File: src/rtl/norm_shift_left_pipe.sv
// norm_shift_left_pipe: S+1-stage valid/ready normalising left shifter (in_valid/in_ready/in_data -> out_valid/out_ready/out_data/out_lzc/out_zero/out_sign, clk, sync active-high rst); define NORM_SHIFT_SIGNED_IN_EN for two's-complement input with sign/magnitude split
module norm_shift_left_pipe #(
  parameter int N = 16,
  parameter int S = 4
) (
  input  logic         clk,
  input  logic         rst,
  input  logic         in_valid,
  output logic         in_ready,
  input  logic [N-1:0] in_data,
  output logic         out_valid,
  input  logic         out_ready,
  output logic [N-1:0] out_data,
  output logic [S-1:0] out_lzc,
  output logic         out_zero,
  output logic         out_sign
);
  logic [S:0] v, z, sg, rdy;
  logic [N-1:0] d [0:S];
  logic [S-1:0] l [1:S];
  logic [S-1:0] lin [1:S];
  logic [N-1:0] mag;
  logic sgn, full;
`ifdef NORM_SHIFT_SIGNED_IN_EN
  always_comb begin
    sgn = in_data[N-1];
    mag = sgn ? -in_data : in_data;
  end
`else
  always_comb begin
    sgn = 1'b0;
    mag = in_data;
  end
`endif
  always_comb begin
    lin[1] = '0;
    for (int i = 0; i < N; i++) if (d[0][i]) lin[1] = S'(N - 1 - i);
    for (int k = 2; k <= S; k++) lin[k] = l[k-1];
  end
  always_comb begin
    full = 1'b1;
    rdy = '0;
    for (int k = S; k >= 0; k--) begin
      full = full && v[k];
      rdy[k] = out_ready || !full;
    end
  end
  always_ff @(posedge clk) begin
    if (rst) begin
      v <= '0;
      z <= '0;
      sg <= '0;
      for (int k = 0; k <= S; k++) d[k] <= '0;
      for (int k = 1; k <= S; k++) l[k] <= '0;
    end else begin
      if (rdy[0]) begin
        v[0] <= in_valid;
        if (in_valid) begin
          d[0] <= mag;
          z[0] <= ~|in_data;
          sg[0] <= sgn;
        end
      end
      for (int k = 1; k <= S; k++) begin
        if (rdy[k]) begin
          v[k] <= v[k-1];
          if (v[k-1]) begin
            d[k] <= lin[k][S-k] ? d[k-1] << (1 << (S - k)) : d[k-1];
            l[k] <= lin[k];
            z[k] <= z[k-1];
            sg[k] <= sg[k-1];
          end
        end
      end
    end
  end
  assign in_ready = rdy[0];
  assign out_valid = v[S];
  assign out_data = d[S];
  assign out_lzc = l[S];
  assign out_zero = z[S];
  assign out_sign = sg[S];
endmodule

File: config.mk
export PLATFORM = sky130hd
export DESIGN_NAME = norm_shift_left_pipe
export DESIGN_NICKNAME = d
export VERILOG_FILES = /design/src/rtl/norm_shift_left_pipe.sv
export SDC_FILE = /design/constraint.sdc
export NUM_CORES = 1
export LEC_CHECK = 0
export BUFFER_PORTS_ARGS = -buffer_cell sky130_fd_sc_hd__buf_2
export CORE_MARGIN = 2
export CORE_UTILIZATION = 53
export CTS_CLUSTER_SIZE = 25
export DETAILED_ROUTE_END_ITERATION = 16
export PLACE_DENSITY = 0.75
export SLEW_MARGIN = 5
export SYNTH_ARGS = -nofsm -noshare
export SYNTH_HDL_FRONTEND = slang
export SYNTH_SLANG_ARGS = --single-unit
File: constraint.sdc
create_clock -name clk -period 1.68 [get_ports clk]
set_input_delay 0.252 -clock clk [delete_from_list [all_inputs] [get_ports clk]]
set_output_delay 0.252 -clock clk [all_outputs]
set_load 0.02 [all_outputs]
## Word-level counts from Yosys, hierarchy flattened

Memories as Yosys holds them, arrays and structs flattened.
Index checks and enable logic that the tools add are counted.

| word-level totals | value |
|---|---|
| output and inout port bits | 24 |
| register bits | 10 |
| input port bits | 20 |
| memories | 2 |
| RAM bits | 96 |

| operators by class | value |
|---|---|
| mux-type cells | 51 |
| bitwise logic cells | 9 |
| reductions and logical operators | 21 |

Memory list:

| name | depth | width | rd ports | clocked after Yosys merged registers in | write ports | line | RTL |
|---|---|---|---|---|---|---|---|
| d | 5 | 16 | 5 | 0 | 5 | 19 | `logic [N-1:0] d [0:S];` |
| l | 4 | 4 | 4 | 0 | 4 | 20 | `logic [S-1:0] l [1:S];` |

Operators by type and width:

| operator | count |
|---|---|
| 16-bit 2-to-1 mux | 9 |
| 4-bit 2-to-1 mux | 20 |
| 1-bit 2-to-1 mux | 22 |
| 16-bit OR reduction | 1 |
| 2-bit AND reduction | 5 |
| 1-bit OR | 9 |
| 1-bit zero test | 6 |
| 1-bit logical OR | 5 |
| 1-bit logical AND | 4 |

## Logic depth before layout (Yosys ltp)

Gate-level depths: netlist (run 1).
An unclocked memory read counts as a cell.

| depth | value |
|---|---|
| word-level depth | 19 |
| gate-level depth with buffers | 6 |
| depth with buffers taken out | 5 |

## Least setup slack after synthesis (run 1)

No wires, ideal clock.

| timing | value |
|---|---|
| path type | flip-flop to flip-flop |
| from | register v[4] |
| to | memory d[0][0], enable pin |
| slack | -0.193 ns |
| data arrival time | 1.498 ns |
| required time | 1.305 ns |
| period minus slack after synthesis | 1.873 ns |
| setup time | 0.375 ns |
| buffers on the path | 0 |
| cell stages (with the launch flop) | 6 |
| cells stage by stage | dfxtp_1 and4b_4 and3_1 inv_1 nand2_1 nand2b_1 |

RTL lines:

| what | line | RTL |
|---|---|---|
| from (decl) | 18 | `logic [S:0] v, z, sg, rdy;` |
| from (signal, indexed assignment) | 66 | `v[k] <= v[k-1];` |
| to (decl) | 19 |  |

==> qor.csv, run 1 <==
metric,value,unit
ctsHtreeMaxLevel,3,
dpl.hpwl,4.81,mm
synth_edf_count,96,
worstHoldStart,in_valid,
synth.top_cell.area_share,0.602,
maxCapViolations,0,
synth_fa_ha_area_frac,0,
combPwrFrac,0.126,
min_path_type,in -> reg,
drt-initial-drc-count,123,
clk_pin_slew,0.11,ns
gp_congestion,0.827,
track_usage,0.161,
min_delay_worst_endpoint,v[0],
crit_type,reg -> reg,
grt_antenna_before_repair,0,
required,1.82,ns
slowest_stage,or4_4,
num_vias,2946,
rows,34,
syn-cell-area,4790,um2
syn-num-nets,394,
synth.yosys.seq_area_share,0.644,
ys_top_cells_by_area,"edfxtp_1 (60%), mux2i_1 (8.8%), nor2_1 (5.3%), dfxtp_1 (4.2%), and2_1 (3.7%)",
coreArea,8760,um2
worstPathMaxFanout,8,
start_util,0.547,
fin_cells,546,
post-route-min-period,1.75,ns
clkLatencyLatePin,0.37,ns
synthArstFlopShare,0,
synth-simple-area-share,0.163,
cp-start-kind,register,
hold_viol,0,
swShare,0.247,
cp_cell_sequence,or4_4 > a211o_4 > and3_4,
synth_compound_area_frac,0.0418,
tns,-1.02,ns
violations,setup timing,
syn_avg_cell_area,12.8,um2
drtAntennaViolNets,0,
relSlewSlack,0.565,
clock_path_buffers,2,
worst_r2r_endpoint,d[0][16],
regArea,3090,um2
cp.arrival,1.89,ns
die_w,99.1,um
io_pins,44,
via_per_inst,5.40,
cts-buffers-inserted,9,
antenna_cells,0,
leakage,2.26,nW
drive_gt1_frac,0.384,
fin_skew,0.0118,ns
syn_inst,374,
final_core_util,0.672,
rsz0062_at_grt,true,
worstHoldPathCells,3,
ys_warn_count,0,
ir_drop,515,uV
fp.dieH,99.1,um
max_freq,571,MHz
status,"finished, violations left",
clock-sinks,106,
cts_root_buffer,clkbuf_8,
syn2layout_area_growth,23.0,%
first_pass_iters,4,
avgRoutedWirePerCell,15.8,um
report.final.slew_viol_count,0,
layout_setup_ws,-0.0700,ns
power.density,962,nW/um2
drc,0,
nets,453,
grt_max_degree,58,
seq_power_share,0.557,
ys.flop_type,edfxtp_1,
synth_top_family_by_area,simple AND/OR/NAND/NOR gates,
synthMuxAreaShare,0.0901,
synth_seq_cells,106,
cts-hold-fix-buffers,0,
synth_xor_area_frac,0,
intPower,4.26,mW
dpl_worst_slack,-0.342,ns
setup_violations,32,
ys_types,38,
overflow,0,
cp-end-kind,register,
max_stage_delay,0.58,ns
startpoint,d[0][8],
yosysTopAreaCell,edfxtp_1,
r2r_cells,3,
worst_pin_slew,0.653,ns
r2r_slack,-0.07,ns
grt_pass1_vias,2772,
nFillCells,610,
io_buffers,42,
whs,0.154,ns
ys_top_cells_by_count,"edfxtp_1 (96), nor2_1 (67), mux2i_1 (42)",
multi_input_area,1720,um2
p_clk_frac,0.317,
wirelength,8.63,mm
synth_most_common_cell,edfxtp_1,
finalCritPeriodShare,1.04,
tritoncts,done,
post-place-cells,510,
die_area,9810,um2
grt_pass1_wl,12.3,mm
r2r-start,d[0][8],
switching_power,1.40,mW
final cells by class:
cell class	instances	area share
Tap cell	108	0.0229
Clock buffer	9	0.0210
Inverter	7	0.00489
Sequential cell	106	0.524
Timing Repair Buffer	85	0.117
Multi-Input combinational cell	224	0.292
Clock inverter	7	0.0183
critical path, delay by kind of cell (launching register included):
family,cells,cell delay (ns)
and+or+nand+nor,2,0.75
DFF,1,0.39
AOI/OAI and AO/OA,1,0.38
power by group through the flow:
stage / Sequential (mW) / Combinational (mW) / Clock (mW)
after floorplan: 3.18 / 0.419 / 0
after global placement: 3.21 / 0.503 / 0
after detailed placement: 3.22 / 0.520 / 0
after CTS: 3.16 / 0.555 / 1.80
after global routing: 3.18 / 0.767 / 1.94
final: 3.16 / 0.714 / 1.80
cell families after synthesis:
kind of cell	after synthesis
multiplexers	43
buffers and inverters	46
AND/OR/NAND/NOR	150
other	1
AO/OA/AOI/OAI	28
flip-flops	106
metal layers:
metal	up-vias	GRT usage	routed length [um]
met5	-	0	0
met4	0	0.0548	98
met3	10	0.0411	341
met2	81	0.302	4890
met1	1419	0.174	3300
li1	1436	-	-
state kept, by name (all words and copies together) (netlist names):
signal  count
d          80
v           5
l          16
z           5
how the worst max path moves through the flow:
stage	to
global route	d[0][20]
floorplan	d[0][17]
CTS	d[0][16]
detailed placement	d[0][17]
global placement	d[0][16]
finish	d[0][16]
cells in the final DEF, fill, tap and decap left out, types with 2 or more instances in the layout:
master	count
a211o_4	3
a211oi_4	3
a21oi_1	9
a21oi_2	4
a221oi_1	2
and2_1	25
and2_4	3
and3_4	8
buf_12	5
buf_2	42
buf_4	28
buf_6	6
bufinv_16	2
clkbuf_16	4
clkbuf_8	9
dfxtp_1	7
dfxtp_2	3
edfxtp_1	96
inv_1	6
inv_6	2
inv_8	2
mux2i_1	42
nand2_1	3
nand2_2	2
nand2b_1	8
nand2b_4	2
nor2_1	49
nor2_2	9
nor2_4	9
nor3_1	2
nor3b_1	2
nor3b_2	6
nor4_1	6
o21ai_0	2
o31ai_1	2
or2_2	2
or2_4	3
or4_4	2
metrics by stage:
step,power (mW),cell area [um2]
6_report,5.66,5890
5_1_grt,5.88,5890
4_1_cts,5.51,5490
3_5_place_dp,3.74,5110
3_3_place_gp,3.71,5110
2_1_floorplan,3.60,4810
repair_timing:
item	CTS	global route
cloned	1	8
endpoints found under the setup margin	81	115
hold endpoints to repair	0	0
buffers inserted	7	4
resized for setup	20	56
pin swaps	7	31
Note: power is estimated with default switching activity, not from simulation.
==> inputs of run 2 (changes only) <==
--- a/config.mk
+++ b/config.mk
@@ -9,7 +9,6 @@
 export CORE_MARGIN = 2
 export CORE_UTILIZATION = 53
-export CTS_CLUSTER_SIZE = 25
 export DETAILED_ROUTE_END_ITERATION = 16
-export PLACE_DENSITY = 0.75
+export PLACE_DENSITY_LB_ADDON = 0.08
 export SLEW_MARGIN = 5
 export SYNTH_ARGS = -nofsm -noshare
==> constraint.sdc (replaced) <==
create_clock -name clk -period 1.68 [get_ports clk]
set_input_delay 0.252 -clock clk [delete_from_list [all_inputs] [get_ports clk]]
set_output_delay 0.252 -clock clk [all_outputs]
set_load 0.1 [all_outputs]
==> qor.csv, run 2 (same netlist as run 1, synthesis figures left out) <==
metric,value,unit
status,"finished, violations left",
violations,setup timing,
die_area,9810,um2
relSlewSlack,0.455,
io_pins,44,
rsz0062_at_grt,true,
wirelength,7.44,mm
syn2layout_area_growth,17.2,%
setup_violations,10,
cp-end-kind,primary output,
startpoint,v[4],
tritoncts,done,
ctsHtreeMaxLevel,3,
max_freq,560,MHz
grt_max_degree,58,
power.density,981,nW/um2
num_vias,2802,
io_buffers,42,
tns,-0.590,ns
clock_path_buffers,2,
fin_cells,541,
top_register,d,
nets,448,
layout_setup_ws,-0.107,ns
overflow,0,
clk_pin_slew,0.09,ns
avgRoutedWirePerCell,13.8,um
multi_input_area,1580,um2
report.final.slew_viol_count,0,
rows,34,
coreArea,8760,um2
dpl.hpwl,4.82,mm
fp.dieH,99.1,um
track_usage,0.152,
start_util,0.547,
drc,0,
crit_path_end,in_ready,
first_pass_iters,4,
clkLatencyLatePin,0.35,ns
min_path_type,in -> reg,
grt_pass1_wl,11.9,mm
final_core_util,0.640,
cp.arrival,1.53,ns
p_total,5.50,mW
regArea,3090,um2
grt_antenna_before_repair,0,
drtAntennaViolNets,0,
post-place-cells,514,
dpl_worst_slack,-0.358,ns
drt-initial-drc-count,103,
maxCapViolations,0,
largest_register_ffs,80,
via_per_inst,5.18,
die_w,99.1,um
r2r-start,d[0][12],
largestRegisters,"d x80, l x16",
crit_type,reg -> out,
worst_r2r_endpoint,d[0][19],
post-route-min-period,1.79,ns
grt_pass1_vias,2736,
worstPathMaxFanout,3,
worst_pin_slew,0.818,ns
finalCritPeriodShare,1.06,
clock-sinks,106,
cp-start-kind,register,
nFillCells,662,
ir_drop,473,uV
final_common_cell,edfxtp_1,
hold_viol,0,
fin_skew,0.00844,ns
r2r_cells,3,
required,1.43,ns
cts-buffers-inserted,9,
cts_root_buffer,clkbuf_8,
mostFrequentLayoutCells,"edfxtp_1 (96), nor2_1 (66), mux2i_1 (42)",
antenna_cells,0,
leakage,2.20,nW
r2r_slack,-0.08,ns
cts-hold-fix-buffers,0,
gp_congestion,0.811,
drive_gt1_frac,0.312,
[run 2: cell types whose count changed in the layout (fill, tap and decap cells not counted), moves of 2 or more]
cell,previous run,this run
buf_4,28,30
buf_6,6,4
nor2_4,9,0
nor3b_1,2,6
and3_4,8,1
clkbuf_16,4,1
and2_1,25,28
and2_4,3,0
nor2_1,49,66
nor2_2,9,1
and3_1,0,7
clkinv_4,0,2
nor3b_2,6,2
[run 2: repair_timing]
action,CTS,global route
setup buffers,3,4
setup endpoints to repair,36,131
gates resized for setup,13,19
pin swaps,5,29
gates cloned,0,4
[run 2: final cells by class]
| type | count | area share |
|---|---|---|
| sequential | 106 | 0.551 |
| clock inverter | 7 | 0.0136 |
| clock buffer | 9 | 0.0221 |
| tap | 108 | 0.0241 |
| timing repair buffer | 80 | 0.103 |
| multi-input combinational | 224 | 0.281 |
| inverter | 7 | 0.00535 |
[run 2: through the flow]
step | instance area, um2 | hold WS, ns
2_1_floorplan | 4850 | 0.373
3_3_place_gp | 5180 | 0.441
3_5_place_dp | 5180 | 0.443
4_1_cts | 5470 | 0.140
5_1_grt | 5610 | 0.151
6_report | 5610 | 0.161
[run 2: worst max-delay path: stages (launching register included)]
cell        delay (ns)
dfxtp_4           0.36
and4b_4           0.22
and3_4            0.21
buf_6             0.11
clkinvlp_4        0.10
buf_12            0.18
[run 2: routing by layer]
metal	wire length, um	track usage	vias to the layer above
met1	3020	0.167	1320
met4	106	0.0601	0
met3	219	0.0340	9
li1	-	-	1421
met2	4090	0.283	52
met5	0	0	-
[run 2: where the power goes]
group | switching, mW | internal, mW | leakage, nW
clock network | 0.854 | 0.703 | 0.103
registers | 0.0897 | 3.06 | 1.09
logic | 0.518 | 0.279 | 1.00
total | 1.46 | 4.04 | 2.20
[run 2: worst min path at each step]
stage | from | to | slack (ns) | cells past startpoint
2_1_floorplan | in_valid | v[0] | 0.37 | 2
3_3_place_gp | z[4] | z[4] | 0.44 | 2
3_5_place_dp | z[4] | z[4] | 0.44 | 2
4_1_cts | in_valid | v[0] | 0.14 | 3
5_1_grt | in_valid | v[0] | 0.15 | 3
6_report | in_valid | v[0] | 0.16 | 3
==> inputs of run 3 (changes only) <==
- ABC_AREA: unset -> 1
- REMOVE_ABC_BUFFERS: unset -> 1
==> qor.csv, run 3 <==
metric,value,unit
status,"finished, violations left",
violations,setup timing,
r2r_slack,-0.16,ns
min_path_type,in -> reg,
power.density,976,nW/um2
syn_avg_cell_area,9.87,um2
ys_warn_count,0,
yosysTopAreaCell,edfxtp_1,
clkLatencyLatePin,0.37,ns
track_usage,0.155,
clock_path_buffers,2,
largestRegisters,"d x80, l x16",
synth_top_family_by_area,buffers and inverters,
coreArea,9110,um2
wirelength,6.99,mm
avgRoutedWirePerCell,10.6,um
tritoncts,done,
synth_compound_area_frac,0.0833,
cp-start-kind,register,
synth_seq_cells,106,
fp.dieH,100,um
start_util,0.538,
rsz0062_at_grt,true,
grt_max_degree,45,
io_buffers,42,
clock-sinks,106,
hold_viol,0,
crit_type,reg -> reg,
overflow,0,
syn2layout_area_growth,14.9,%
ir_drop,442,uV
r2r-start,v[4],
worst_pin_slew,0.502,ns
setup_violations,81,
synth_most_common_cell,inv_1,
worst_r2r_endpoint,d[0][31],
syn_inst,496,
whs,0.147,ns
synth_edf_count,96,
finalCritPeriodShare,1.09,
drive_gt1_frac,0.219,
synth_fa_ha_area_frac,0,
ys.flop_type,edfxtp_1,
num_vias,3096,
r2r_cells,12,
cts-buffers-inserted,9,
max_freq,545,MHz
fin_skew,0.0122,ns
report.final.slew_viol_count,0,
io_pins,44,
synthArstFlopShare,0,
grt_antenna_before_repair,0,
rows,35,
synth-simple-area-share,0.137,
via_per_inst,4.69,
cts_root_buffer,clkbuf_8,
first_pass_iters,4,
largest_register_ffs,80,
synth_xor_area_frac,0,
gp_congestion,0.882,
cp-end-kind,register,
worstPathMaxFanout,17,
grt_pass1_wl,12.1,mm
leakage,2.74,nW
ctsHtreeMaxLevel,3,
post-route-min-period,1.84,ns
die_w,100,um
drt-initial-drc-count,111,
required,1.80,ns
synthMuxAreaShare,0,
mostFrequentLayoutCells,"inv_1 (127), edfxtp_1 (96), nand2_1 (88)",
ys_top_cells_by_count,"inv_1 (127), edfxtp_1 (96), nand2_1 (93)",
nets,564,
clk_pin_slew,0.10,ns
drc,0,
regArea,3090,um2
antenna_cells,0,
synth.top_cell.area_share,0.589,
grt_pass1_vias,2906,
dpl.hpwl,5.09,mm
relSlewSlack,0.662,
ys_types,27,
layout_setup_ws,-0.156,ns
final_common_cell,inv_1,
top_register,d,
die_area,10000,um2
nFillCells,765,
min_delay_worst_endpoint,d[0][13],
post-place-cells,637,
worstHoldPathCells,3,
multi_input_area,1170,um2
fin_cells,660,
cp.arrival,1.95,ns
ys_top_cells_by_area,"edfxtp_1 (59%), inv_1 (9.7%), nand2_1 (7.1%), o211ai_1 (6.3%), dfxtp_1 (4.1%)",
maxCapViolations,0,
worstHoldStart,in_data[13],
drtAntennaViolNets,0,
synth.yosys.seq_area_share,0.630,
syn-cell-area,4900,um2
run 3: per-stage QoR:
stage                     utilization  total power, mW  setup TNS, ns  area (um2)  setup WS, ns
final                           0.618             5.49          -8.76        5630        -0.156
after global routing            0.618             5.76         -18.61        5630        -0.279
after floorplan                     -             3.84        -215.97        4660         -1.98
after detailed placement        0.580             4.07         -12.03        5280        -0.198
after CTS                       0.614             5.52          -5.70        5590        -0.113
after global placement          0.580             4.06          -7.36        5280        -0.125
run 3: layer usage:
metal	GRT usage	up-vias	routed length, um
li1	-	1656	-
met1	0.151	1359	2690
met2	0.310	63	3880
met3	0.0279	18	216
met4	0.0717	0	198
met5	0	-	0
run 3: what timing repair did:
| action | in CTS | in global routing |
|---|---|---|
| setup endpoints to repair | 81 | 115 |
| pin swaps | 0 | 3 |
| hold buffers | 0 | 0 |
| resized for setup | 31 | 3 |
| buffers inserted | 4 | 4 |
| gates cloned | 0 | 0 |
run 3: cells by family (layout without fill, tap and decap cells):
logic type,Yosys count,count (layout)
AO/OA/AOI/OAI,59,59
flip-flops,106,106
other,1,1
buffers and inverters,170,223
AND/OR/NAND/NOR,160,160
run 3: area by class of cell:
type / instances / area share
clock buffer: 10 / 0.0227
clock inverter: 6 / 0.00912
inverter: 132 / 0.0880
multi-input combinational: 220 / 0.209
sequential: 106 / 0.548
tap: 111 / 0.0247
timing repair buffer: 75 / 0.0987
run 3: power breakdown:
part | switching (mW) | internal [mW] | total [mW] | leakage, nW
Combinational | 0.643 | 0.251 | 0.894 | 1.57
Sequential | 0.0663 | 3.10 | 3.16 | 1.08
Clock | 0.874 | 0.558 | 1.43 | 0.0875
run 3: worst max-delay path by stage:
stage	startpoint	to	slack, ns
CTS	v[4]	d[0][55]	-0.11
global route	v[4]	d[0][31]	-0.28
floorplan	v[4]	d[0][16]	-1.98
global placement	out_ready	d[0][32]	-0.13
detailed placement	out_ready	d[0][33]	-0.20
finish	v[4]	d[0][31]	-0.16
run 3: critical path, cell delays in order (launching register included):
cell,delay [ns]
dfxtp_2,0.35
nand2_2,0.07
nor2_4,0.09
nand2_2,0.08
nor2_4,0.12
nand2_2,0.07
nand2_2,0.07
nor2_2,0.04
nor3_2,0.14
nand3_2,0.17
buf_6,0.20
o21ai_0,0.11
inv_1,0.08
